===== src/rtl/uart_tx_sched.sv =====
// Transmit scheduler: round-robin, packet-granular arbitration of NREQ byte
// requesters into a 2-entry holding FIFO that feeds the UART core.
module uart_tx_sched #(
   parameter int unsigned NREQ  = 4,
   parameter int unsigned TMO_W = 16
) (
   input  logic                      clk,
   input  logic                      rst_n,
   input  logic                      uart_en,
   input  logic [TMO_W-1:0]          lock_tmo,
   input  logic [NREQ-1:0]           req_valid,
   input  logic [NREQ*8-1:0]         req_data,
   input  logic [NREQ-1:0]           req_last,
   output logic [NREQ-1:0]           req_ready,
   output logic                      tx_empty,
   output logic [7:0]                tx_rd_data,
   input  logic                      uart_tx_ren,
   output logic [$clog2(NREQ)-1:0]   grant_id,
   output logic                      busy,
   output logic                      pkt_done,
   output logic                      pkt_abort,
   output logic                      ren_err
);

   localparam int unsigned GW = $clog2(NREQ);

   typedef enum logic {ARB_IDLE = 1'b0, ARB_LOCK = 1'b1} arb_state_e;

   arb_state_e       state_q, state_d;
   logic [GW-1:0]    grant_q, grant_d, last_q, last_d, rr_idx, rr_pick;
   logic             rr_found;
   logic [TMO_W-1:0] tmo_q, tmo_d, tmo_inc;
   logic [1:0]       cnt_q, cnt_d;
   logic [7:0]       head_q, head_d, tail_q, tail_d, gdata;
   logic [NREQ-1:0]  ready_q, ready_d;
   logic             gvalid, glast, accept, pop, tmo_hit;
   logic             empty_q, empty_d, busy_q, busy_d;
   logic             done_q, done_d, abort_q, abort_d, err_q, err_d;

   // Request lines of the current owner
   always_comb begin
      gvalid = 1'b0;
      glast  = 1'b0;
      gdata  = '0;
      for (int unsigned i = 0; i < NREQ; i++) begin
         if (grant_q == GW'(i)) begin
            gvalid = req_valid[i];
            glast  = req_last[i];
            gdata  = req_data[i*8 +: 8];
         end
      end
   end

   // First valid requester after last_grant, wrapping mod NREQ
   always_comb begin
      rr_found = 1'b0;
      rr_pick  = last_q;
      rr_idx   = last_q;
      for (int unsigned k = 1; k <= NREQ; k++) begin
         rr_idx = GW'((32'(last_q) + k) % NREQ);
         if (!rr_found && req_valid[rr_idx]) begin
            rr_found = 1'b1;
            rr_pick  = rr_idx;
         end
      end
   end

   assign accept  = (state_q == ARB_LOCK) && uart_en && gvalid && (|ready_q);
   assign pop     = uart_tx_ren && (cnt_q != 2'd0);
   assign tmo_inc = tmo_q + TMO_W'(1);
   assign tmo_hit = (state_q == ARB_LOCK) && uart_en && !gvalid &&
                    (lock_tmo != '0) && (tmo_inc == lock_tmo);

   always_ff @(posedge clk or negedge rst_n) begin
      if (!rst_n) state_q <= ARB_IDLE;
      else        state_q <= state_d;
   end

   always_comb begin
      state_d = state_q;
      if (!uart_en) begin
         state_d = ARB_IDLE;
      end else begin
         case (state_q)
            ARB_IDLE: if (rr_found) state_d = ARB_LOCK;
            ARB_LOCK: if ((accept && glast) || tmo_hit) state_d = ARB_IDLE;
            default:  state_d = ARB_IDLE;
         endcase
      end
   end

   // Next values of grant bookkeeping, FIFO and registered outputs
   always_comb begin
      grant_d = grant_q;
      last_d  = last_q;
      tmo_d   = tmo_q;
      cnt_d   = cnt_q;
      head_d  = head_q;
      tail_d  = tail_q;
      ready_d = '0;
      if (state_q == ARB_IDLE && uart_en && rr_found) grant_d = rr_pick;
      if ((accept && glast) || tmo_hit) last_d = grant_q;
      if (state_q == ARB_IDLE || accept) tmo_d = '0;
      else if (!gvalid)                 tmo_d = tmo_inc;
      if (!uart_en) begin
         cnt_d = 2'd0;
      end else begin
         if (pop) begin
            head_d = tail_q;
            cnt_d  = cnt_q - 2'd1;
         end
         // New byte lands behind whatever survives this cycle's pop
         if (accept) begin
            if (cnt_d == 2'd0) head_d = gdata;
            else               tail_d = gdata;
            cnt_d = cnt_d + 2'd1;
         end
      end
      for (int unsigned i = 0; i < NREQ; i++) begin
         ready_d[i] = (state_d == ARB_LOCK) && (cnt_d != 2'd2) && (grant_d == GW'(i));
      end
      empty_d = (cnt_d == 2'd0);
      busy_d  = (state_d == ARB_LOCK) || (cnt_d != 2'd0);
      done_d  = accept && glast;
      abort_d = tmo_hit || (!uart_en && state_q == ARB_LOCK);
      err_d   = err_q || (uart_tx_ren && cnt_q == 2'd0);
   end

   always_ff @(posedge clk or negedge rst_n) begin
      if (!rst_n) begin
         grant_q <= '0;
         last_q  <= GW'(NREQ - 1);
         tmo_q   <= '0;
         cnt_q   <= 2'd0;
         head_q  <= 8'h00;
         tail_q  <= 8'h00;
         ready_q <= '0;
         empty_q <= 1'b1;
         busy_q  <= 1'b0;
         done_q  <= 1'b0;
         abort_q <= 1'b0;
         err_q   <= 1'b0;
      end else begin
         grant_q <= grant_d;
         last_q  <= last_d;
         tmo_q   <= tmo_d;
         cnt_q   <= cnt_d;
         head_q  <= head_d;
         tail_q  <= tail_d;
         ready_q <= ready_d;
         empty_q <= empty_d;
         busy_q  <= busy_d;
         done_q  <= done_d;
         abort_q <= abort_d;
         err_q   <= err_d;
      end
   end

   assign req_ready  = ready_q & {NREQ{uart_en}};
   assign tx_empty   = empty_q;
   assign tx_rd_data = head_q;
   assign grant_id   = grant_q;
   assign busy       = busy_q;
   assign pkt_done   = done_q;
   assign pkt_abort  = abort_q;
   assign ren_err    = err_q;

endmodule


===== config.mk =====
export PLATFORM = sky130hd
export DESIGN_NAME = uart_tx_sched
export DESIGN_NICKNAME = d
export VERILOG_FILES = /design/src/rtl/uart_tx_sched.sv
export SDC_FILE = /design/constraint.sdc
export NUM_CORES = 1
export LEC_CHECK = 0
export CAP_MARGIN = 5
export CORE_ASPECT_RATIO = 0.9
export CORE_MARGIN = 2
export CORE_UTILIZATION = 45
export CTS_BUF_LIST = sky130_fd_sc_hd__clkbuf_4 sky130_fd_sc_hd__clkbuf_8 sky130_fd_sc_hd__clkbuf_16
export CTS_CLUSTER_SIZE = 8
export DETAILED_ROUTE_END_ITERATION = 16
export PLACE_DENSITY = 0.77
export SLEW_MARGIN = 20
export SYNTH_ARGS = -nofsm -noshare
export SYNTH_HDL_FRONTEND = slang
export SYNTH_SLANG_ARGS = --single-unit

===== constraint.sdc =====
create_clock -name clk -period 2.6 [get_ports clk]
set_clock_uncertainty 0.1 [all_clocks]
set_input_delay 0.39 -clock clk [delete_from_list [all_inputs] [get_ports clk]]
set_output_delay 0.39 -clock clk [all_outputs]
set_load 0.05 [all_outputs]

==> results.ini, run 1 <==
[run_status]
outcome = finished, final reports clean

[yosys]
ys_seq_area_share_pct = 37.5
syn_nets = 376
ys_types = 60
synthArstFlopShare_pct = 100
synthTopCellsByArea = dfrtp_1 (35%), xnor2_1 (7.4%), mux4_2 (7.0%), nor2_1 (4.1%), mux2_2 (3.5%)
syn_inst = 313
yosysWarnings = 0
ys_seq_elements = 48
synth_area_per_cell_um2 = 10.3
ys.flop_type = dfrtp_1
synth_top_area_share_pct = 35.1
synth_area_um2 = 3210
yosys.area.top_type = dfrtp_1
synth_enable_flop_cells = 0

[die]
ios = 79
core_um2 = 6970
die_w_um = 93.1
die_area_um2 = 7830
die_y_um = 84.2
rows = 29
start_util_pct = 46.1

[clock_tree]
cts_hold_buf = 0
worstSkewPairLatency_ns = 0.31
clk_pin_slew_ns = 0.10
clock-sinks = 48
cts_tree = yes
clockRootBuffer = clkbuf_8
cts_buffers = 5
h-tree-depth = 2
clk_path_buf_depth = 2

[run]
cap_violations = 0

[sta]
tightest_slew_ns = 0.799
slew_viol_final = 0
setup_viol = 0
min_period_ns = 2.53
hold_viol_final = 0
fmax_mhz = 395
timing.hold.ws_ns = 0.0181
timing.final.crit_share_pct = 97.3
slew_headroom_pct = 46.2

[power]
powerDensity_nw_per_um2 = 728
cellLeakagePower_nw = 1.85
vdd_drop_max_v = 0.000494

[cells_and_area]
final_cell_area_um2 = 4550
num-fill-cells = 574
layout-area-overhead-vs-synth_pct = 41.8
antennaDiodeCount = 0
final_util_pct = 65.4
drive_gt1_share_pct = 24.6
layout.nets = 481

[global_routing]
met3_usage_pct = 3.59
antenna_found_initial = 0
top_usage_layer = met2
grt_pass1_wl_um = 14300
grt_usage_pct = 23.3
grt_max_degree = 29
grt_remaining_overflow = 0
met1_usage_pct = 31.6
grt_util_met2_pct = 38.5
grt_pass1_vias = 2952

[detailed_routing]
dr_total_vias = 2970
wire_per_inst_um = 17.8
vias_per_cell = 5.80
ant_nets = 0
routed_wl_um = 9100
drt_iter0_markers = 215
dr.pass1.iters = 4
drc = 0

[critical_path]
worst_ep_arrival_time_ns = 2.57
worstReg2RegStart = tmo_q[0]
critical_path_class = reg2reg
cp-start-kind = flop
end_kind = flop
rrSetupSlack_ns = 0.07
r2r_cells = 8
cp_max_fo = 6
regToRegEndpoint = busy
worstPathRequired_ns = 2.64

[placed_design]
port_buffers = 78
dpl_cell_area_um2 = 4300
post-dp-hpwl_um = 6620
gp_congestion = 0.893

[hold_path]
min_path_type = in2async

-- synth_stat cells (3+ instances only) --
library cell,count
xor2_1,12
mux4_2,10
and4b_1,3
xnor2_1,27
nor2_1,35
nand3b_1,4
mux2i_1,3
dfrtp_1,45
dfstp_2,3
o211ai_1,3
a21oi_1,18
ha_1,3
o22ai_1,11
buf_4,3
nand2_1,13
and4_1,3
clkbuf_1,9
inv_1,5
nor3_1,7
a211o_1,3
o21ai_0,3
nor4_1,8
and3_1,3
nor2b_1,5
nand3_1,6
buf_2,3
mux2_2,10
and2_1,6
nand4_1,6
a22o_1,3
-- kinds of logic (layout without fill, tap and decap cells) --
kind of cell | Yosys count | count (layout) | share of synthesized area [%]
simple gates | 121 | 121 | 22.8
buf+inv | 23 | 129 | 3.82
mux | 24 | 24 | 11.9
xor+xnor | 39 | 39 | 10.6
fa+ha+maj | 3 | 3 | 1.17
flops | 48 | 48 | 37.5
compound gates | 55 | 55 | 12.2
-- cell usage in the layout, fill, tap and decap left out, types with 4 or more instances in the layout --
master,instances
o22ai_1,11
dfrtp_1,37
buf_12,6
dfrtp_2,8
nand4_1,6
nor2b_1,5
nor4_1,6
nor2_1,34
buf_4,37
clkdlybuf4s50_1,72
xor2_1,12
and2_1,6
a21oi_1,18
inv_1,5
clkbuf_8,5
nand3_1,6
mux4_2,10
nand3b_1,4
mux2_2,10
nand2_1,13
nor3_1,7
xnor2_1,27
-- layer usage --
metal / part of all wire [%] / vias to the layer above
met5: 0 / -
met4: 1.6 / 0
met3: 5.3 / 15
met2: 50 / 113
met1: 43 / 1476
li1: - / 1366
-- per-stage QoR --
| stage | setup slack [ns] | power (mW) | setup TNS [ns] | instances |
|---|---|---|---|---|
| global placement | -0.278 | 2.56 | -3.34 | 497 |
| finish | 0.0709 | 3.32 | 0 | 512 |
| global route | -0.0207 | 3.48 | -0.0373 | 512 |
| detailed placement | -0.360 | 2.60 | -4.68 | 497 |
| floorplan | 0.0170 | 2.02 | 0 | 313 |
| CTS | 0.0218 | 3.30 | 0 | 506 |
-- what timing repair did --
action | 4_1_cts | 5_1_grt
resized for setup | 6 | 11
buffers inserted | 1 | 6
pin swaps | 1 | 2
endpoints found under the setup margin | 8 | 17
-- where the power goes --
part / switching [mW] / internal, mW / total (mW)
sequential: 0.117 / 0.943 / 1.06
clock: 0.277 / 0.388 / 0.665
combinational: 0.892 / 0.699 / 1.59
total: 1.29 / 2.03 / 3.32
-- worst max-delay path, cell delays in order, from the launching register on --
cell and delay, ns:
dfrtp_2 0.44, ha_4 0.16, nand3_2 0.11, nor4_4 0.28, xnor2_1 0.12, or4_4 0.54
o41ai_4 0.34, buf_4 0.19, nand3_1 0.07
-- state kept, by name, indices dropped and copies added (netlist names) --
name        count
pkt_abort       1
tail_q          8
state_q         1
tx_rd_data      8
ready_q         4
tmo_q          16
last_q          2
tx_empty        1
cnt_q           2
pkt_done        1
ren_err         1
grant_id        2
busy            1
-- how the worst max path moves through the flow --
stage | from | to | slack [ns] | cells past startpoint
after floorplan | grant_id[0] | busy | 0.02 | 6
after global placement | req_valid[1] | ready_q[0] | -0.28 | 7
after detailed placement | req_valid[0] | ready_q[0] | -0.36 | 7
after CTS | tmo_q[0] | busy | 0.02 | 8
after global routing | req_valid[1] | last_q[0] | -0.02 | 8
final | tmo_q[0] | busy | 0.07 | 8
-- layout make-up --
type	count	area [µm²]	area share [%]
Timing Repair Buffer	116	1120	24.7
Sequential cell	48	1210	26.7
Multi-Input combinational cell	242	1940	42.6
Tap cell	93	116	2.56
Inverter	5	18.8	0.412
Clock inverter	3	68.8	1.51
Clock buffer	5	68.8	1.51
No activity file was read; power rests on OpenSTA's default activity.
==> inputs of run 2 (changes only) <==
--- a/config.mk
+++ b/config.mk
@@ -5,11 +5,11 @@
 export SDC_FILE = /design/constraint.sdc
 export NUM_CORES = 1
 export LEC_CHECK = 0
-export CAP_MARGIN = 5
+export CAP_MARGIN = 0
 export CORE_ASPECT_RATIO = 0.9
 export CORE_MARGIN = 2
 export CORE_UTILIZATION = 45
-export CTS_BUF_LIST = sky130_fd_sc_hd__clkbuf_4 sky130_fd_sc_hd__clkbuf_8 sky130_fd_sc_hd__clkbuf_16
+export CTS_BUF_LIST = sky130_fd_sc_hd__clkbuf_4 sky130_fd_sc_hd__clkbuf_8
 export CTS_CLUSTER_SIZE = 8
 export DETAILED_ROUTE_END_ITERATION = 16
 export PLACE_DENSITY = 0.77
==> results of run 2 <==
Same layout as run 1: the final DEF is identical, and so are final timing and power.
==> inputs of run 3 (changes only) <==
--- a/config.mk
+++ b/config.mk
@@ -12,7 +12,7 @@
 export CTS_BUF_LIST = sky130_fd_sc_hd__clkbuf_4 sky130_fd_sc_hd__clkbuf_8
 export CTS_CLUSTER_SIZE = 8
 export DETAILED_ROUTE_END_ITERATION = 16
-export PLACE_DENSITY = 0.77
+export PLACE_DENSITY = 0.8
 export SLEW_MARGIN = 20
 export SYNTH_ARGS = -nofsm -noshare
 export SYNTH_HDL_FRONTEND = slang
==> constraint.sdc (replaced) <==
create_clock -name clk -period 2.4 [get_ports clk]
set_clock_uncertainty 0.1 [all_clocks]
set_input_delay 0.36 -clock clk [delete_from_list [all_inputs] [get_ports clk]]
set_output_delay 0.36 -clock clk [all_outputs]
set_load 0.05 [all_outputs]
==> results.ini, run 3 (same netlist as run 1, synthesis figures left out) <==
[power]
cellLeakagePower_nw = 1.98  ; +6.8%
vdd_drop_max_v = 0.000824  ; +67%
finalPower_mw = 3.55  ; +7.2%
powerDensity_nw_per_um2 = 746  ; +2.4%

[detailed_routing]
ant_nets = 0  ; unchanged
dr.pass1.iters = 5  ; +1
drt_iter0_markers = 156  ; -27%
wire_per_inst_um = 17.2  ; -3.3%
drc = 0  ; unchanged
vias_per_cell = 5.66  ; -2.4%
routed_wl_um = 9220  ; +1.2%
dr_total_vias = 3036  ; +2.2%

[placed_design]
gp_congestion = 0.897  ; +0.47%
placed_cells = 520  ; +4.6%
pre_cts_ws_ns = -0.398  ; -0.0377 ns
port_buffers = 78  ; unchanged
post-dp-hpwl_um = 7010  ; +5.9%

[clock_tree]
cts_tree = yes
worstSkewPairLatency_ns = 0.31  ; about the same
h-tree-depth = 2  ; unchanged
clockRootBuffer = clkbuf_8
clk_pin_slew_ns = 0.10  ; about the same
clock-sinks = 48  ; unchanged
clk_path_buf_depth = 2  ; unchanged
cts_buffers = 5  ; unchanged

[critical_path]
end_kind = flop
critical_path_class = reg2reg
critPathLaunch = tmo_q[7]
worst_ep_arrival_time_ns = 2.53  ; -0.04 ns
worstPathRequired_ns = 2.49  ; -0.15 ns
cp-start-kind = flop
rrSetupSlack_ns = -0.04  ; -0.11 ns
r2r_cells = 7  ; -1
worstReg2RegStart = tmo_q[7]
cp_max_fo = 6  ; unchanged

[sta]
tightest_slew_ns = 0.716  ; -0.0831 ns
setup_viol = 6  ; +6
hold_viol_final = 0  ; unchanged
timing.final.crit_share_pct = 102  ; +4.4 points
tns_ns = -0.176  ; -0.176 ns
timing.hold.ws_ns = 0.379  ; +0.361 ns
slew_headroom_pct = 51.7  ; +5.5 points
rsz0062_at_grt = true
min_period_ns = 2.44  ; -0.0888 ns
setup_slack_ns = -0.0403  ; -0.111 ns
fmax_mhz = 410  ; +3.6%
slew_viol_final = 0  ; unchanged

[hold_path]
min_path_type = reg2reg
hold_start = ren_err
whs_path_depth = 1

[cells_and_area]
layout.nets = 505  ; +5.0%
seq_area_um2 = 1210  ; -0.41%
final_cell_mix = clkdlybuf4s50_1 (69), buf_4 (57), dfrtp_1 (41)
layout-area-overhead-vs-synth_pct = 48.3
largest_reg_flops = 16  ; unchanged
multi_input_area_um2 = 1990  ; +2.6%
drive_gt1_share_pct = 29.6  ; +5.0 points
antennaDiodeCount = 0  ; unchanged
final_common_cell = clkdlybuf4s50_1
num-fill-cells = 541  ; -5.7%
layoutNonFillerInstCount = 536  ; +4.7%
top_register = tmo_q

[global_routing]
grt_remaining_overflow = 0  ; unchanged
antenna_found_initial = 0  ; unchanged
grt_usage_pct = 24.0  ; +0.70 points
grt_pass1_wl_um = 15000  ; +4.7%
grt_max_degree = 21  ; -28%
grt_pass1_vias = 3054  ; +3.5%

[die]
core_um2 = 6970  ; unchanged
die_area_um2 = 7830  ; unchanged
die_w_um = 93.1  ; unchanged
ios = 79  ; unchanged
start_util_pct = 46.1  ; unchanged
rows = 29  ; unchanged
die_y_um = 84.2  ; unchanged

[run_status]
violations = negative setup slack
outcome = finished with violations

[run]
cap_violations = 0  ; unchanged

run 3: path summary, 6_finish.rpt:
check,endpoint
setup / recovery,busy
hold / removal,ren_err
setup reg to reg,busy
hold reg to reg,ren_err
max in group asynchronous,last_q[1]
min in group asynchronous,tmo_q[2]
run 3: per-layer routing:
metal / wire length [µm] / track usage (%) / vias up
li1: - / - / 1410
met1: 4000 / 33.2 / 1511
met2: 4670 / 39.5 / 98
met3: 378 / 3.23 / 17
met4: 166 / 7.35 / 0
met5: 0 / 0 / -
run 3: through the flow:
step	utilization (%)	area, µm²
floorplan	-	3240
global placement	64.5	4490
detailed placement	64.5	4490
CTS	66.8	4650
global route	68.4	4760
finish	68.4	4760
run 3: critical path, stage by stage (launching register included):
cell     delay, ns
dfrtp_1       0.43
nand4_4       0.18
nor4_4        0.34
xnor2_2       0.11
or4_4         0.54
o41ai_4       0.37
buf_6         0.18
nand3_2       0.06
run 3: layout make-up:
cell class	count	share of cell area (%)
inverters	5	0.394
clock inverters	3	0.972
clock buffers	5	1.44
flip-flops and latches	48	25.4
repair buffers	140	27.5
multi-input cells	242	41.8
well taps	93	2.44
run 3: report_power, final:
group	switching, mW	internal, mW	total (mW)
Combinational	0.983	0.811	1.79
Sequential	0.128	1.02	1.15
Clock	0.294	0.314	0.608
run 3: repair_timing:
item / CTS / global route
pin swaps: 9 / 12
endpoints found under the hold margin: 17 / 0
setup buffers: 1 / 6
hold buffers: 1 / 0
gates resized for setup: 12 / 12
setup endpoints to repair: 8 / 17
